File: src/rtl/mips_pkg.sv
// Shared definitions for the 16-bit pipelined MIPS core.
//   WORD_W   : instruction/data word width
//   ADDR_W   : word-address width
//   RESET_PC : program counter value after reset
//   fetch_state_e : instruction-fetch refill FSM states
package mips_pkg;
  localparam int WORD_W = 16;
  localparam int ADDR_W = 16;
  localparam logic [ADDR_W-1:0] RESET_PC = '0;

  typedef enum logic [1:0] {
    IDLE,
    REFILL,
    UPDATE
  } fetch_state_e;
endpackage

File: src/rtl/icache_array.sv
// Direct-mapped instruction cache storage: per-line valid bit and tag, plus
// a LINES*LINE_WORDS x WORD_W data array. One combinational read port and
// one synchronous write port (word write during refill, line commit after).
// Ports:
//   clk, rst_n   : clock, async active-low reset (clears valid bits only)
//   rd_index/rd_offset -> rd_valid, rd_tag, rd_data : combinational lookup
//   wr_data_en   : write wr_data into word [wr_index][wr_offset]
//   wr_line_en   : set valid[wr_index] and store wr_tag
module icache_array
  import mips_pkg::*;
#(
  parameter  int LINES      = 8,
  parameter  int LINE_WORDS = 4,
  localparam int IDX_W      = $clog2(LINES),
  localparam int OFF_W      = $clog2(LINE_WORDS),
  localparam int TAG_W      = ADDR_W - IDX_W - OFF_W
) (
  input  logic              clk,
  input  logic              rst_n,
  input  logic [IDX_W-1:0]  rd_index,
  input  logic [OFF_W-1:0]  rd_offset,
  output logic              rd_valid,
  output logic [TAG_W-1:0]  rd_tag,
  output logic [WORD_W-1:0] rd_data,
  input  logic              wr_data_en,
  input  logic              wr_line_en,
  input  logic [IDX_W-1:0]  wr_index,
  input  logic [OFF_W-1:0]  wr_offset,
  input  logic [WORD_W-1:0] wr_data,
  input  logic [TAG_W-1:0]  wr_tag
);
  logic [LINES-1:0]  valid_q;
  logic [TAG_W-1:0]  tag_q  [LINES];
  logic [WORD_W-1:0] data_q [LINES*LINE_WORDS];

  always_ff @(posedge clk or negedge rst_n) begin
    if (!rst_n) begin
      valid_q <= '0;
    end else if (wr_line_en) begin
      valid_q[wr_index] <= 1'b1;
    end
  end

  // Tags and data are guarded by the valid bits, so they carry no reset.
  always_ff @(posedge clk) begin
    if (wr_line_en) begin
      tag_q[wr_index] <= wr_tag;
    end
  end

  always_ff @(posedge clk) begin
    if (wr_data_en) begin
      data_q[{wr_index, wr_offset}] <= wr_data;
    end
  end

  assign rd_valid = valid_q[rd_index];
  assign rd_tag   = tag_q[rd_index];
  assign rd_data  = data_q[{rd_index, rd_offset}];
endmodule

File: src/rtl/inst_fetch_unit.sv
// Instruction-fetch front end: program counter, direct-mapped I-cache lookup
// and a word-serial line refill from instruction memory.
// Ports:
//   clk, rst_n          : clock, async active-low reset
//   stall               : hold the PC
//   redirect/redirect_pc: taken branch/jump target (word address)
//   pc_plus1            : PC + 1 (modulo 2^16)
//   instruction         : cached word at the PC
//   hit_fetch           : instruction valid, IF/ID capture enable
//   mem_req/mem_addr    : refill word request and address
//   mem_ack/mem_rdata   : one-cycle refill acknowledge with data
// Build option FETCH_PERF_CNT_EN adds saturating outputs perf_hits
// (cycles with hit_fetch) and perf_misses (refills started).
module inst_fetch_unit
  import mips_pkg::*;
#(
  parameter int LINES      = 8,
  parameter int LINE_WORDS = 4
) (
  input  logic              clk,
  input  logic              rst_n,
  input  logic              stall,
  input  logic              redirect,
  input  logic [ADDR_W-1:0] redirect_pc,
  output logic [ADDR_W-1:0] pc_plus1,
  output logic [WORD_W-1:0] instruction,
  output logic              hit_fetch,
  output logic              mem_req,
  output logic [ADDR_W-1:0] mem_addr,
  input  logic              mem_ack,
  input  logic [WORD_W-1:0] mem_rdata
`ifdef FETCH_PERF_CNT_EN
  ,
  output logic [15:0]       perf_hits,
  output logic [15:0]       perf_misses
`endif
);
  localparam int IDX_W = $clog2(LINES);
  localparam int OFF_W = $clog2(LINE_WORDS);
  localparam int TAG_W = ADDR_W - IDX_W - OFF_W;
  localparam logic [OFF_W-1:0] LAST_WORD = OFF_W'(LINE_WORDS - 1);

  fetch_state_e      state_q, state_d;
  logic [ADDR_W-1:0] pc_q, pc_d;
  logic [OFF_W-1:0]  cnt_q, cnt_d;
  logic              pend_q, pend_d;
  logic [ADDR_W-1:0] pend_pc_q, pend_pc_d;
  logic [ADDR_W-1:0] base_q, base_d;
  logic              wr_data_en, wr_line_en;
  logic              rd_valid;
  logic [TAG_W-1:0]  rd_tag;
  logic              hit;

  icache_array #(
    .LINES      (LINES),
    .LINE_WORDS (LINE_WORDS)
  ) u_icache_array (
    .clk        (clk),
    .rst_n      (rst_n),
    .rd_index   (pc_q[OFF_W +: IDX_W]),
    .rd_offset  (pc_q[OFF_W-1:0]),
    .rd_valid   (rd_valid),
    .rd_tag     (rd_tag),
    .rd_data    (instruction),
    .wr_data_en (wr_data_en),
    .wr_line_en (wr_line_en),
    .wr_index   (base_q[OFF_W +: IDX_W]),
    .wr_offset  (cnt_q),
    .wr_data    (mem_rdata),
    .wr_tag     (base_q[ADDR_W-1 -: TAG_W])
  );

  assign hit       = rd_valid && (rd_tag == pc_q[ADDR_W-1 -: TAG_W]);
  assign hit_fetch = hit && (state_q == IDLE) && !stall;
  assign pc_plus1  = pc_q + 1'b1;
  // Driven straight from the state register so reset drops the request at once.
  assign mem_req   = (state_q == REFILL);
  assign mem_addr  = mem_req ? (base_q | ADDR_W'(cnt_q)) : '0;

  always_comb begin
    state_d    = state_q;
    pc_d       = pc_q;
    cnt_d      = cnt_q;
    pend_d     = pend_q;
    pend_pc_d  = pend_pc_q;
    base_d     = base_q;
    wr_data_en = 1'b0;
    wr_line_en = 1'b0;
    case (state_q)
      IDLE: begin
        if (!hit) begin
          // A taken redirect makes the missing fetch irrelevant: skip the refill.
          if (redirect && !stall) begin
            pc_d = redirect_pc;
          end else begin
            state_d = REFILL;
            cnt_d   = '0;
            base_d  = {pc_q[ADDR_W-1:OFF_W], {OFF_W{1'b0}}};
          end
        end else if (!stall) begin
          pc_d = redirect ? redirect_pc : pc_plus1;
        end
      end
      REFILL: begin
        if (redirect) begin
          pend_d    = 1'b1;
          pend_pc_d = redirect_pc;
        end
        if (mem_ack) begin
          wr_data_en = 1'b1;
          cnt_d      = cnt_q + 1'b1;
          if (cnt_q == LAST_WORD) begin
            state_d = UPDATE;
          end
        end
      end
      UPDATE: begin
        wr_line_en = 1'b1;
        state_d    = IDLE;
        pend_d     = 1'b0;
        // A redirect arriving in this last cycle is the newest target.
        if (redirect) begin
          pc_d = redirect_pc;
        end else if (pend_q) begin
          pc_d = pend_pc_q;
        end
      end
      default: state_d = IDLE;
    endcase
  end

  always_ff @(posedge clk or negedge rst_n) begin
    if (!rst_n) begin
      state_q <= IDLE;
      pc_q    <= RESET_PC;
      cnt_q   <= '0;
      pend_q  <= 1'b0;
    end else begin
      state_q <= state_d;
      pc_q    <= pc_d;
      cnt_q   <= cnt_d;
      pend_q  <= pend_d;
    end
  end

  always_ff @(posedge clk) begin
    base_q    <= base_d;
    pend_pc_q <= pend_pc_d;
  end

`ifdef FETCH_PERF_CNT_EN
  always_ff @(posedge clk or negedge rst_n) begin
    if (!rst_n) begin
      perf_hits   <= '0;
      perf_misses <= '0;
    end else begin
      if (hit_fetch && (perf_hits != 16'hFFFF)) begin
        perf_hits <= perf_hits + 1'b1;
      end
      if ((state_q == IDLE) && (state_d == REFILL) && (perf_misses != 16'hFFFF)) begin
        perf_misses <= perf_misses + 1'b1;
      end
    end
  end
`endif
endmodule

File: config.mk
export PLATFORM = sky130hd
export DESIGN_NAME = inst_fetch_unit
export DESIGN_NICKNAME = d
export VERILOG_FILES = /design/src/rtl/mips_pkg.sv /design/src/rtl/icache_array.sv /design/src/rtl/inst_fetch_unit.sv
export SDC_FILE = /design/constraint.sdc
export NUM_CORES = 1
export LEC_CHECK = 0
export ABC_AREA = 1
export CAP_MARGIN = 20
export CORE_UTILIZATION = 50
export DETAILED_ROUTE_END_ITERATION = 8
export PLACE_DENSITY_LB_ADDON = 0.05
export SYNTH_ARGS = -nofsm -noshare
export SYNTH_HDL_FRONTEND = slang
export SYNTH_SLANG_ARGS = --single-unit
File: constraint.sdc
create_clock -name clk -period 7.1 [get_ports clk]
set_clock_uncertainty 0.05 [all_clocks]
set_input_delay 1.42 -clock clk [delete_from_list [all_inputs] [get_ports clk]]
set_output_delay 1.42 -clock clk [all_outputs]
set_load 0.005 [all_outputs]
==> flow_summary_export.csv <==
group,metric,value,unit
outcome,outcome,"complete, no violations",
logic_synthesis,yosysSeqAreaShare,72.0,%
critical_path,crit_arrival,4.40,ns
logic_synthesis,synth_nets,2368,
clocking,cts_made_buffers,72,
hold_path,hp-start,"u_icache_array.valid_q[4]$_DFFE_PN0P_",
critical_path,reg2reg_to,"base_q[7]$_DFFE_PP_",
cells_and_area,drive_gt1_share,7.92,%
place,dp.cells,3028,
critical_path,cp-start-kind,"register",
floorplan,rows,85,
cells_and_area,syn_to_final_growth,14.7,%
sta,finalSetupViolCount,0,
pwr,leakage,11.1,nW
clocking,cts.htree.levels,3,
hold_path,whs_endpoint,"u_icache_array.valid_q[4]$_DFFE_PN0P_",
drt,vias,18300,
critical_path,path_max_fanout,49,
logic_synthesis,syn_inst,2326,
sta,rsz0062_at_grt,"false",
floorplan,die_x,236,µm
clocking,cts_sinks,659,
global_route,grt_overflow,0,
floorplan,io_pins,87,
floorplan,die_h,236,µm
pwr,switchingPower,0.00441,W
pwr,p_total,0.0122,W
pwr,power_density,391,nW/µm²
place,numPortBuffers,86,
hold_path,holdCritPathClass,"register to register",
floorplan,start_util,50.7,%
drt,drt_first_iter_violations,1698,
clocking,cts.path.max_buffers,3,
drt,dr.pass1.iters,5,
cells_and_area,instances_no_fill,3160,
drt,drc,0,
global_route,antenna_found_initial,0,
sta,setup_tns,0,ns
sta,post-route-period-util,82.7,%
critical_path,cp.required,5.63,ns
global_route,grt_max_degree,225,
sta,min_period,5.87,ns
logic_synthesis,ys_ff_latch,659,
cells_and_area,seq_area,19700,µm²
logic_synthesis,synth_top_area_share,69.4,%
sta,slew_headroom,26.4,%
sta,hold_viol,0,
global_route,grt_usage,27.0,%
pwr,comb_power_share,31.7,%
critical_path,reg2reg_from,"pc_q[2]$_DFFE_PN0P_",
run,max_cap_violations,0,
sta,tightest_slew,1.10,ns
clocking,holdBufCountCts,0,
hold_path,whs_path_depth,2,
clocking,cts_tree,"done",
pwr,ir_drop,0.224,mV
cells_and_area,multiInputGateArea,6570,µm²
floorplan,dieArea,55500,µm²
critical_path,worstSetupEndpointType,"output port",
clocking,post_cts_resize_count,0,
critical_path,r2r_slack,3.18,ns
global_route,grt_pass1_vias,17300,
drt,avgRoutedWirePerCell,23.5,µm
pwr,clkPwrFrac,29.3,%
pwr,pwr-share-seq,39.1,%
sta,fmax,170,MHz
drt,routed_via_density,5.78,
clocking,cts_setup_buffers,0,
logic_synthesis,syn_avg_cell_area,11.7,µm²
critical_path,rr_worst_depth,13,
drt,wl,74300,µm
global_route,grt_pass1_wl,112000,µm
pwr,intPower,0.00782,W
sta,whs,0.407,ns
logic_synthesis,syn-cell-area,27300,µm²
cells_and_area,final_nets,2451,
logic_synthesis,synth.area.top_cells,"edfxtp_1 (69%), nand2_1 (5.4%), o21ai_0 (5.3%)",
drt,antenna_left,0,
place,place_hpwl,43100,µm
cells_and_area,num-fill-cells,4441,
sta,slew_violations,0,
clocking,cts-root-buf,"clkbuf_16",
place,place.gp.congestion,0.936,
logic_synthesis,synth_cell_types,32,
critical_path,worstSetupPathType,"register to output port",
logic_synthesis,synth_area_leader_cell,"edfxtp_1",
clocking,clk_latency,0.61,ns
logic_synthesis,ys_warn_count,0,
pwr,p_sw_share,36.0,%
floorplan,core,53800,µm²
clocking,path_clk_slew,0.05,ns
kinds of logic (layout without fill, tap and decap cells):
kind of cell | count (synthesis) | in the layout | share of synthesized area [%]
and+or+nand+nor | 918 | 918 | 13.7
DFF | 659 | 659 | 72.0
AOI/OAI and AO/OA | 450 | 450 | 9.56
buffers and inverters | 281 | 418 | 4.07
xor gates and xnor gates | 13 | 13 | 0.417
adders and majority gates | 5 | 5 | 0.229
other | 0 | 1 | 0
worst max-delay path: stages (launching register included):
cell             delay, ns
dfrtp_4               0.65
inv_2                 0.83
nand2_1               0.31
nor2_1                0.17
nor2_1                0.06
nand2_1               0.10
nand2_1               0.06
nand2_1               0.08
nand2_1               0.05
nor2_1                0.10
nand2_1               0.10
nor2_4                0.39
nand3_1               0.20
nor2_1                0.13
clkdlybuf4s50_1       0.52
synthesized netlist by cell type:
cell	count
buf_4	4
nand2_1	389
nand2_4	1
nand4_1	21
nand3b_1	1
nand3_1	134
nor2_1	357
nor2_2	1
buf_1	11
a21oi_1	4
inv_1	138
o22ai_1	80
buf_2	15
xor2_1	13
o221ai_1	48
clkbuf_1	105
o21ai_0	287
nand3_2	1
inv_2	4
buf_6	3
clkinv_1	1
nand2_2	2
or2_2	4
a21boi_0	8
nor3_1	3
edfxtp_1	630
nor2_4	4
a31oi_1	2
ha_1	5
o21a_1	3
o211ai_1	18
dfrtp_1	29
cells in the final DEF, fill, tap and decap left out, drive strengths merged, types with 5 or more instances in the layout:
cell type | synthesis | layout
edfxtp | 630 | 630
o211ai | 18 | 18
o221ai | 48 | 48
a21boi | 8 | 8
xor2 | 13 | 13
clkdlybuf4s50 | 0 | 86
o22ai | 80 | 80
dfrtp | 29 | 29
nand4 | 21 | 21
bufinv | 0 | 5
nor2 | 362 | 362
o21ai | 287 | 287
nand2 | 392 | 392
clkbuf | 105 | 91
nand3 | 135 | 135
clkinv | 1 | 30
ha | 5 | 5
buf | 33 | 61
inv | 142 | 145
state kept, by name (all words and copies together), names as in the netlist:
name                    flops
u_icache_array.valid_q      8
pend_q                      1
pc_q                       16
u_icache_array.data_q     512
u_icache_array.tag_q       88
state_q                     2
pend_pc_q                  16
cnt_q                       2
base_q                     14
worst max-delay path by stage:
stage / from / endpoint / slack (ns)
after detailed placement: pc_q[2]$_DFFE_PN0P_ / hit_fetch / 1.83
after global routing: pc_q[2]$_DFFE_PN0P_ / hit_fetch / 0.81
after global placement: pc_q[2]$_DFFE_PN0P_ / hit_fetch / 1.79
after floorplan: pc_q[0]$_DFFE_PN0P_ / instruction[14] / 3.65
after CTS: pc_q[2]$_DFFE_PN0P_ / hit_fetch / 1.18
final: pc_q[2]$_DFFE_PN0P_ / hit_fetch / 1.23
power by group through the flow:
stage / Sequential (W) / Combinational [W] / Clock (W)
6_report: 0.00478 / 0.00387 / 0.00358
5_1_grt: 0.00480 / 0.00421 / 0.00378
4_1_cts: 0.00478 / 0.00388 / 0.00364
3_5_place_dp: 0.00485 / 0.00387 / 0
3_3_place_gp: 0.00485 / 0.00384 / 0
2_1_floorplan: 0.00468 / 0.00231 / 0
area by class of cell:
| class | count | area share [%] |
|---|---|---|
| flip-flops and latches | 659 | 62.9 |
| clock buffers | 91 | 6.06 |
| repair buffers | 147 | 4.46 |
| inverters | 143 | 1.74 |
| multi-input cells | 1386 | 21.0 |
| diodes | 1 | 0.00800 |
| clock inverters | 37 | 1.10 |
| well taps | 696 | 2.78 |
layer usage:
metal | routed length [µm] | vias to the layer above | global-route usage, %
met5 | 0 | - | 0
met4 | 2250 | 0 | 8.83
met3 | 4500 | 120 | 4.20
met2 | 35900 | 674 | 44.6
met1 | 31600 | 9061 | 36.9
li1 | - | 8423 | -
through the flow:
| stage | setup slack, ns | util (%) | instance area (µm²) |
|---|---|---|---|
| 5_1_grt | 0.805 | 58.1 | 31300 |
| 3_3_place_gp | 1.79 | 53.8 | 28900 |
| 4_1_cts | 1.18 | 58.0 | 31200 |
| 2_1_floorplan | 3.65 | - | 27300 |
| 3_5_place_dp | 1.83 | 53.9 | 29000 |
| 6_report | 1.23 | 58.1 | 31300 |
Note: power is estimated with default switching activity, not from simulation.
